**src/rtl/sha256_msg_padder.sv**
```systemverilog
// SHA-256 message padder: byte stream in, FIPS 180-4 padded 512-bit blocks out as
// 16 big-endian 32-bit words per block, with first/block-last/message-last markers.
module sha256_msg_padder #(
    parameter int unsigned LEN_W = 32
) (
    input  logic        clk,
    input  logic        rst_n,
    input  logic        in_valid,
    output logic        in_ready,
    input  logic [7:0]  in_data,
    input  logic        in_keep,
    input  logic        in_last,
    output logic        out_valid,
    input  logic        out_ready,
    output logic [31:0] out_data,
    output logic        out_first,
    output logic        out_blk_last,
    output logic        out_msg_last,
    output logic        busy,
    output logic        len_ovf
);

    typedef enum logic [2:0] {StIdle, StData, StPad80, StZero, StLen, StDrain} state_e;

    state_e           state_q, state_d;
    logic [23:0]      shreg_q, shreg_d;
    logic [5:0]       pos_q, pos_d;
    logic [LEN_W-1:0] cnt_q, cnt_d;
    logic             ovf_q, ovf_d;
    logic             spill_q, spill_d;
    logic [2:0]       len_idx_q, len_idx_d;
    logic             first_q, first_d;
    logic             out_valid_q, out_valid_d;
    logic [31:0]      out_data_q, out_data_d;
    logic             out_first_q, out_first_d;
    logic             out_blk_last_q, out_blk_last_d;
    logic             out_msg_last_q, out_msg_last_d;

    logic        slot_free, word_end, can_adv, adv, in_ready_c, carry;
    logic [7:0]  byte_in;
    logic [63:0] len_bits;
    logic [7:0]  len_byte;

    assign slot_free = !out_valid_q || out_ready;
    assign word_end  = (pos_q[1:0] == 2'b11);
    assign can_adv   = !word_end || slot_free;
    assign len_bits  = 64'(cnt_q) << 3;
    // ~len_idx_q == 7 - len_idx_q: length bytes go out MSB first
    assign len_byte  = len_bits[{~len_idx_q, 3'b000} +: 8];

    always_comb begin
        state_d        = state_q;
        shreg_d        = shreg_q;
        pos_d          = pos_q;
        cnt_d          = cnt_q;
        ovf_d          = ovf_q;
        spill_d        = spill_q;
        len_idx_d      = len_idx_q;
        first_d        = first_q;
        out_valid_d    = out_valid_q && !out_ready;
        out_data_d     = out_data_q;
        out_first_d    = out_first_q;
        out_blk_last_d = out_blk_last_q;
        out_msg_last_d = out_msg_last_q;
        adv            = 1'b0;
        byte_in        = 8'h00;
        in_ready_c     = 1'b0;
        carry          = 1'b0;

        case (state_q)
            StIdle: begin
                in_ready_c = 1'b1;
                if (in_valid && (in_keep || in_last)) begin
                    first_d = 1'b1;
                    ovf_d   = 1'b0;
                    cnt_d   = '0;
                    if (in_keep) begin
                        adv     = 1'b1;
                        byte_in = in_data;
                        cnt_d   = LEN_W'(1);
                    end
                    state_d = in_last ? StPad80 : StData;
                end
            end
            StData: begin
                in_ready_c = can_adv;
                if (in_valid && can_adv) begin
                    if (in_keep) begin
                        adv              = 1'b1;
                        byte_in          = in_data;
                        {carry, cnt_d}   = {1'b0, cnt_q} + 1'b1;
                        if (carry) ovf_d = 1'b1;
                    end
                    if (in_last) state_d = StPad80;
                end
            end
            StPad80: begin
                byte_in = 8'h80;
                if (can_adv) begin
                    adv = 1'b1;
                    if (pos_q == 6'd55) begin
                        state_d   = StLen;
                        len_idx_d = '0;
                    end else begin
                        state_d = StZero;
                        // 0x80 landed past the length slot: fill out this block first
                        spill_d = (pos_q[5:3] == 3'b111) && (pos_q != 6'd63);
                    end
                end
            end
            StZero: begin
                if (can_adv) begin
                    adv = 1'b1;
                    if (pos_q == 6'd63) spill_d = 1'b0;
                    if (!spill_q && pos_q == 6'd55) begin
                        state_d   = StLen;
                        len_idx_d = '0;
                    end
                end
            end
            StLen: begin
                byte_in = len_byte;
                if (can_adv) begin
                    adv       = 1'b1;
                    len_idx_d = len_idx_q + 3'd1;
                    if (len_idx_q == 3'd7) state_d = StDrain;
                end
            end
            StDrain: begin
                if (out_valid_q && out_ready && out_msg_last_q) state_d = StIdle;
            end
            default: state_d = StIdle;
        endcase

        if (adv) begin
            shreg_d = {shreg_q[15:0], byte_in};
            pos_d   = pos_q + 6'd1;
            if (word_end) begin
                out_valid_d    = 1'b1;
                out_data_d     = {shreg_q, byte_in};
                out_first_d    = first_q;
                out_blk_last_d = (pos_q[5:2] == 4'hf);
                out_msg_last_d = (state_q == StLen) && (pos_q == 6'd63);
                first_d        = 1'b0;
            end
        end
    end

    always_ff @(posedge clk) begin
        if (!rst_n) begin
            state_q        <= StIdle;
            shreg_q        <= '0;
            pos_q          <= '0;
            cnt_q          <= '0;
            ovf_q          <= 1'b0;
            spill_q        <= 1'b0;
            len_idx_q      <= '0;
            first_q        <= 1'b0;
            out_valid_q    <= 1'b0;
            out_data_q     <= '0;
            out_first_q    <= 1'b0;
            out_blk_last_q <= 1'b0;
            out_msg_last_q <= 1'b0;
        end else begin
            state_q        <= state_d;
            shreg_q        <= shreg_d;
            pos_q          <= pos_d;
            cnt_q          <= cnt_d;
            ovf_q          <= ovf_d;
            spill_q        <= spill_d;
            len_idx_q      <= len_idx_d;
            first_q        <= first_d;
            out_valid_q    <= out_valid_d;
            out_data_q     <= out_data_d;
            out_first_q    <= out_first_d;
            out_blk_last_q <= out_blk_last_d;
            out_msg_last_q <= out_msg_last_d;
        end
    end

    assign in_ready     = in_ready_c && rst_n;
    assign out_valid    = out_valid_q;
    assign out_data     = out_data_q;
    assign out_first    = out_first_q;
    assign out_blk_last = out_blk_last_q;
    assign out_msg_last = out_msg_last_q;
    assign busy         = (state_q != StIdle);
    assign len_ovf      = ovf_q;

endmodule

```
**config.mk**
```make
export PLATFORM = sky130hd
export DESIGN_NAME = sha256_msg_padder
export DESIGN_NICKNAME = d
export VERILOG_FILES = /design/src/rtl/sha256_msg_padder.sv
export SDC_FILE = /design/constraint.sdc
export NUM_CORES = 1
export LEC_CHECK = 0
export CAP_MARGIN = 15
export CORE_MARGIN = 3
export CORE_UTILIZATION = 51
export CTS_CLUSTER_SIZE = 16
export DETAILED_ROUTE_END_ITERATION = 10
export PLACE_DENSITY = 0.76
export SLEW_MARGIN = 20
export SYNTH_ARGS = -nofsm -noshare
export SYNTH_HDL_FRONTEND = slang
export SYNTH_SLANG_ARGS = --single-unit
```
**constraint.sdc**
```tcl
create_clock -name clk -period 2.1 [get_ports clk]
set_input_delay 0.42 -clock clk [delete_from_list [all_inputs] [get_ports clk]]
set_output_delay 0.42 -clock clk [all_outputs]
set_load 0.02 [all_outputs]
```
# --- Word-level counts from Yosys, hierarchy flattened ---
# Index checks and enable logic that the tools add are counted.
# W data, S select, Z words.
word_totals:
  register_bits: 107
  latch_bits: 0
  ramBits: 0
  rom_bits: 0
  input_bits: 14
  output_inout_bits: 39
  elab_cells: 121
  mem_count: 0
classes:
  n_addsub: 3
  multipliers: 0
  div: 0
  magnitude_cmp: 0
  n_eq_ne: 26
  shift: 1
  muxes: 49
  bitwise: 1
  reduce_logical: 28
op_table:
  columns: ["op", "count"]
  rows:
  - ["$mux W32", 3]
  - ["$pmux W32 S2", 1]
  - ["$shiftx A64 B7 Y8", 1]
  - ["$mux W3", 15]
  - ["$add A32 B1 Y33 const B", 1]
  - ["$pmux W8 S4", 1]
  - ["$ne A2 B2 Y1 const B", 14]
  - ["$mux W8", 3]
  - ["$mux W1", 19]
  - ["$pmux W3 S6", 1]
  - ["$eq A3 B3 Y1 const B", 4]
  - ["$eq A6 B6 Y1 const B", 2]
  - ["$reduce_and A5 Y1", 2]
  - ["$logic_and A1 B1 Y1", 9]
  - ["$pmux W3 S3", 1]
  - ["$reduce_and A9 Y1", 1]
  - ["$add A6 B1 Y6 const B", 1]
  - ["$eq A3 B2 Y1 const B", 2]
  - ["$ne A6 B6 Y1 const B", 1]
  - ["$pmux W1 S2", 3]
  - ["$reduce_and A6 Y1", 1]
  - ["$reduce_bool A3 Y1", 2]
  - ["$eq A4 B4 Y1 const B", 1]
  - ["$logic_not A1 Y1", 4]
  - ["other kinds (12)", 15]

# --- Logic depth before layout (Yosys ltp) ---
depth:
  ltp_word: 7
  depth_mapped: 10
  ltp_nobuf: 7

# --- Worst setup path after synthesis ---
# No wires, ideal clock.
synth_timing:
  path_type: "register to register"
  start: "register pos_q[0]"
  end: "register cnt_q[29]"
  setup_time_ps: 67
  arrival_ps: 1986
  required_ps: 2033
  setup_slack_ps: 47
  stages_incl_launch_ff: 8
  n_path_buf: 1
  synth_period_minus_slack_ps: 2053
  cell_sequence: "dfxtp_1 > ha_1 > buf_2 > nand4b_2 > o2111ai_2 > or3_4 > or4_4 > a21oi_2"
synth_via:
  elab_chain_cells: 6
synth_rtl:
  columns: ["element", "line", "rtl"]
  rows:
  - ["start: declaration", "27", "logic [5:0] pos_q, pos_d;"]
  - ["start signal: assignment", "167", "pos_q <= pos_d;"]
  - ["$eq A2 B2 Y1", "45", "assign word_end = (pos_q[1:0] == 2'b11);"]
  - ["$logic_not A1 Y1", "46", "assign can_adv = !word_end || slot_free;"]
  - ["$logic_or A1 B1 Y1", "46", null]
  - ["$logic_and A1 B1 Y1", "87", "if (in_valid && can_adv) begin"]
  - ["$ne A2 B2 Y1 (no line)", null, null]
  - ["$reduce_and A4 Y1 (no line)", null, null]
  - ["end signal: assignment", "168", "cnt_q <= cnt_d;"]
  - ["end: declaration", "28", "logic [LEN_W-1:0] cnt_q, cnt_d;"]
# Every way passes these cells.
# A chain may end at the register's enable or synchronous reset.

# --- Final worst setup path ---
layout_timing:
  start: "input port out_ready"
  end: "output port in_ready"
layout_via:
  elab_chain_cells: 4
layout_rtl:
  columns: ["element", "line", "rtl"]
  rows:
  - ["start: declaration", "14", "input logic out_ready,"]
  - ["$logic_or A1 B1 Y1", "44", "assign slot_free = !out_valid_q || out_ready;"]
  - ["$logic_or A1 B1 Y1", "46", null]
  - ["$pmux W1 S2", "70", "case (state_q)"]
  - ["$logic_and A1 B1 Y1", "181", "assign in_ready = in_ready_c && rst_n;"]
  - ["end: declaration", "9", "output logic in_ready,"]
# Every way passes these cells.

==> reports/metrics.yaml <==
outcome: "complete, no violations"
wire_per_inst_um: 15.2
finalSetupViolations: 0
power.density_mw_per_mm2: 639
die_w_um: 106
syn2layout_area_growth_pct: 22.1
grt_max_degree: 83
start_util: 0.537
p_comb_frac: 0.133
cts_made_buffers: 9
synth-simple-area-share: 0.254
ys_seq_area_frac: 0.424
vias: 4464
power_frac_clock: 0.321
diodes: 0
dieArea_mm2: 0.0111
required_ns: 1.68
insertion_delay_ns: 0.38
path_class: "in -> out"
p_sw_mw: 1.15
slew_headroom: 0.553
crit_arrival_ns: 1.61
wl_um: 11900
ys_warn_count: 0
tightest_slew_ns: 0.670
synth_mux_area_frac: 0.0309
r2r_setup_slack_ns: 0.11
grt_pass1_vias: 4179
synth_ff_type: "dfxtp_1"
drt_iter0_drc: 228
hp-class: "reg -> reg"
post_cts_buffers: 0
final.period_utilization: 0.967
drc: 0
synth_top_family_by_area: "simple AND/OR/NAND/NOR gates"
cts.sinks: 107
rows: 35
crit_path_end: "in_ready"
ir_drop_uv: 457
slew_violations: 0
dp_hpwl_um: 8610
core_area_mm2: 0.00942
layout-drive-gt1-share: 0.137
synth_edf_count: 0
layout.area.seq_mm2: 0.00215
p_sw_frac: 0.290
cts_tree: "yes"
critPathMaxFanout: 3
ys_types: 63
fmaxAchievable_mhz: 493
finalInstanceArea_mm2: 0.00618
max_cap_viol_count: 0
rsz0062_at_grt: "yes"
gr-total-overflow: 0
clkTransAtPathRegs_ns: 0.12
r2r_cells: 6
setup_ws_ns: 0.0699
nets: 664
fillers: 785
root_buffer: "clkbuf_8"
rr_endpoint: "cnt_q[30]$_SDFFE_PN0P_"
cp-end-kind: "primary output"
grt_pass1_wl_um: 20100
hold_viol_final: 0
multiInputGateArea_mm2: 0.00275
syn_nets: 604
synth_compound_area_frac: 0.190
dieHeight_um: 106
drtAntennaViolNets: 0
postCtsHoldBufs: 0
cts_max_path_buffers: 2
synth_fa_ha_area_frac: 0.00990
grt_usage: 0.220
synthArstFlopShare: 0
cp-start-kind: "primary input"
cp-startpoint: "out_ready"
syn_inst: 586
p_seq_frac: 0.547
min_period_ns: 2.03
syn_area_mm2: 0.00506
boundaryPins: 53
antenna_found_initial: 0
h-tree-depth: 3
leakagePower_nw: 2.24
port_buffers: 52
viasPerCell: 5.72
place_ws_ns: -0.286
clock_skew_ns: 0.0111
p_int_mw: 2.80
postSynthAreaPerCell_um2: 8.63
reg2reg_from: "cnt_q[9]$_SDFFE_PN0P_"
drtPass1Iterations: 5
finalWeightedCongestion: 0.917
ys_seq_elements: 107
place_area_mm2: 0.00593
synthXorXnorAreaFrac: 0.0485
metal layers:
layer | wire, um | track usage
met1 | 5280 | 0.289
met2 | 5730 | 0.366
met3 | 630 | 0.0306
met4 | 226 | 0.0842
met5 | 0 | 0
worst max-delay path, cell delays in order:
cell             delay, ns
clkdlybuf4s50_1       0.41
nand4b_2              0.25
and3_1                0.21
dlygate4sd2_1         0.32
cells in the mapped netlist, drive strengths merged (2+ instances only):
library cell / count / area share
o22ai: 3 / 0.0049
and3b: 2 / 0.0035
a211oi: 3 / 0.0045
xnor2: 26 / 0.045
nand3b: 5 / 0.0074
inv: 5 / 0.0037
nor3: 6 / 0.0069
and4: 7 / 0.013
o2111ai: 3 / 0.0064
nor4: 16 / 0.020
a21boi: 46 / 0.068
o211a: 14 / 0.028
ha: 4 / 0.0099
a21oi: 12 / 0.013
a31oi: 5 / 0.0062
and2: 5 / 0.0062
xor2: 2 / 0.0035
o211ai: 6 / 0.0089
mux4: 5 / 0.023
nor2b: 3 / 0.0037
mux2i: 4 / 0.0079
nand2: 123 / 0.091
or3: 7 / 0.0097
nor3b: 2 / 0.0030
or4: 2 / 0.0045
o31ai: 4 / 0.0059
and3: 6 / 0.0074
buf: 15 / 0.018
o21ai: 17 / 0.017
nand4: 12 / 0.020
nand2b: 6 / 0.0074
dfxtp: 107 / 0.42
a22oi: 8 / 0.012
nand3: 14 / 0.014
nor2: 40 / 0.031
clkbuf: 29 / 0.022
how the worst min path moves through the flow:
stage | startpoint | cells after the start | slack [ns] | to
6_report | out_data[22]$_SDFFE_PN0P_ | 2 | 0.46 | out_data[22]$_SDFFE_PN0P_
3_5_place_dp | out_data[22]$_SDFFE_PN0P_ | 2 | 0.45 | out_data[22]$_SDFFE_PN0P_
4_1_cts | out_data[22]$_SDFFE_PN0P_ | 2 | 0.46 | out_data[22]$_SDFFE_PN0P_
2_1_floorplan | first_q$_SDFF_PN0_ | 2 | 0.43 | out_first$_SDFFE_PN0P_
5_1_grt | out_data[23]$_SDFFE_PN0P_ | 2 | 0.48 | out_data[23]$_SDFFE_PN0P_
3_3_place_gp | out_data[29]$_SDFFE_PN0P_ | 2 | 0.44 | out_data[29]$_SDFFE_PN0P_
power groups by stage:
stage	Clock, mW	Combinational (mW)	Sequential [mW]
6_report	1.26	0.523	2.16
5_1_grt	1.38	0.572	2.17
4_1_cts	1.29	0.522	2.15
3_5_place_dp	0	0.519	2.19
3_3_place_gp	0	0.512	2.19
2_1_floorplan	0	0.318	2.19
cell families after synthesis:
family	after synthesis
AND/OR/NAND/NOR	259
AO/OA/AOI/OAI	130
flip-flops	107
buffers and inverters	49
XOR/XNOR	28
multiplexers	9
adder cells (fa/ha/maj)	4
placed cells by master, fill, tap and decap left out, types with 11 or more instances in the layout:
master           count
nand2_1            123
buf_4               35
nor4_1              12
nand3_1             13
a21boi_1            25
a21boi_0            21
xnor2_1             26
o21ai_0             15
dfxtp_1            104
nor2_1              38
a21oi_1             11
clkdlybuf4s50_1     49
o211a_1             14
layout make-up:
type / count / area share
multi-input cells: 430 / 0.445
flip-flops and latches: 107 / 0.348
repair buffers: 93 / 0.145
well taps: 129 / 0.0261
clock buffers: 9 / 0.0201
clock inverters: 7 / 0.0130
inverters: 5 / 0.00304
metrics by stage:
step	total power, mW	util	TNS (ns)	hold WS (ns)	std cells
2_1_floorplan	2.50	-	0	0.428	586
3_3_place_gp	2.70	0.629	-10.47	0.443	764
3_5_place_dp	2.71	0.629	-13.81	0.446	764
4_1_cts	3.97	0.652	0	0.463	780
5_1_grt	4.12	0.656	0	0.479	780
6_report	3.94	0.656	0	0.458	780
state kept, by name, summed over array words and instances (netlist names):
name and flops:
pos_q 6, len_idx_q 3, spill_q 1, out_first 1, out_blk_last 1, first_q 1, out_data 32, out_msg_last 1
shreg_q 24, state_q 3, out_valid 1, len_ovf 1, cnt_q 32
timing repair:
item,CTS,global route
pin swaps,0,0
gates cloned,0,0
endpoints found under the setup margin,2,7
gates resized for setup,5,8
endpoints found under the hold margin,0,0
Power figures use the tool's default switching activity.
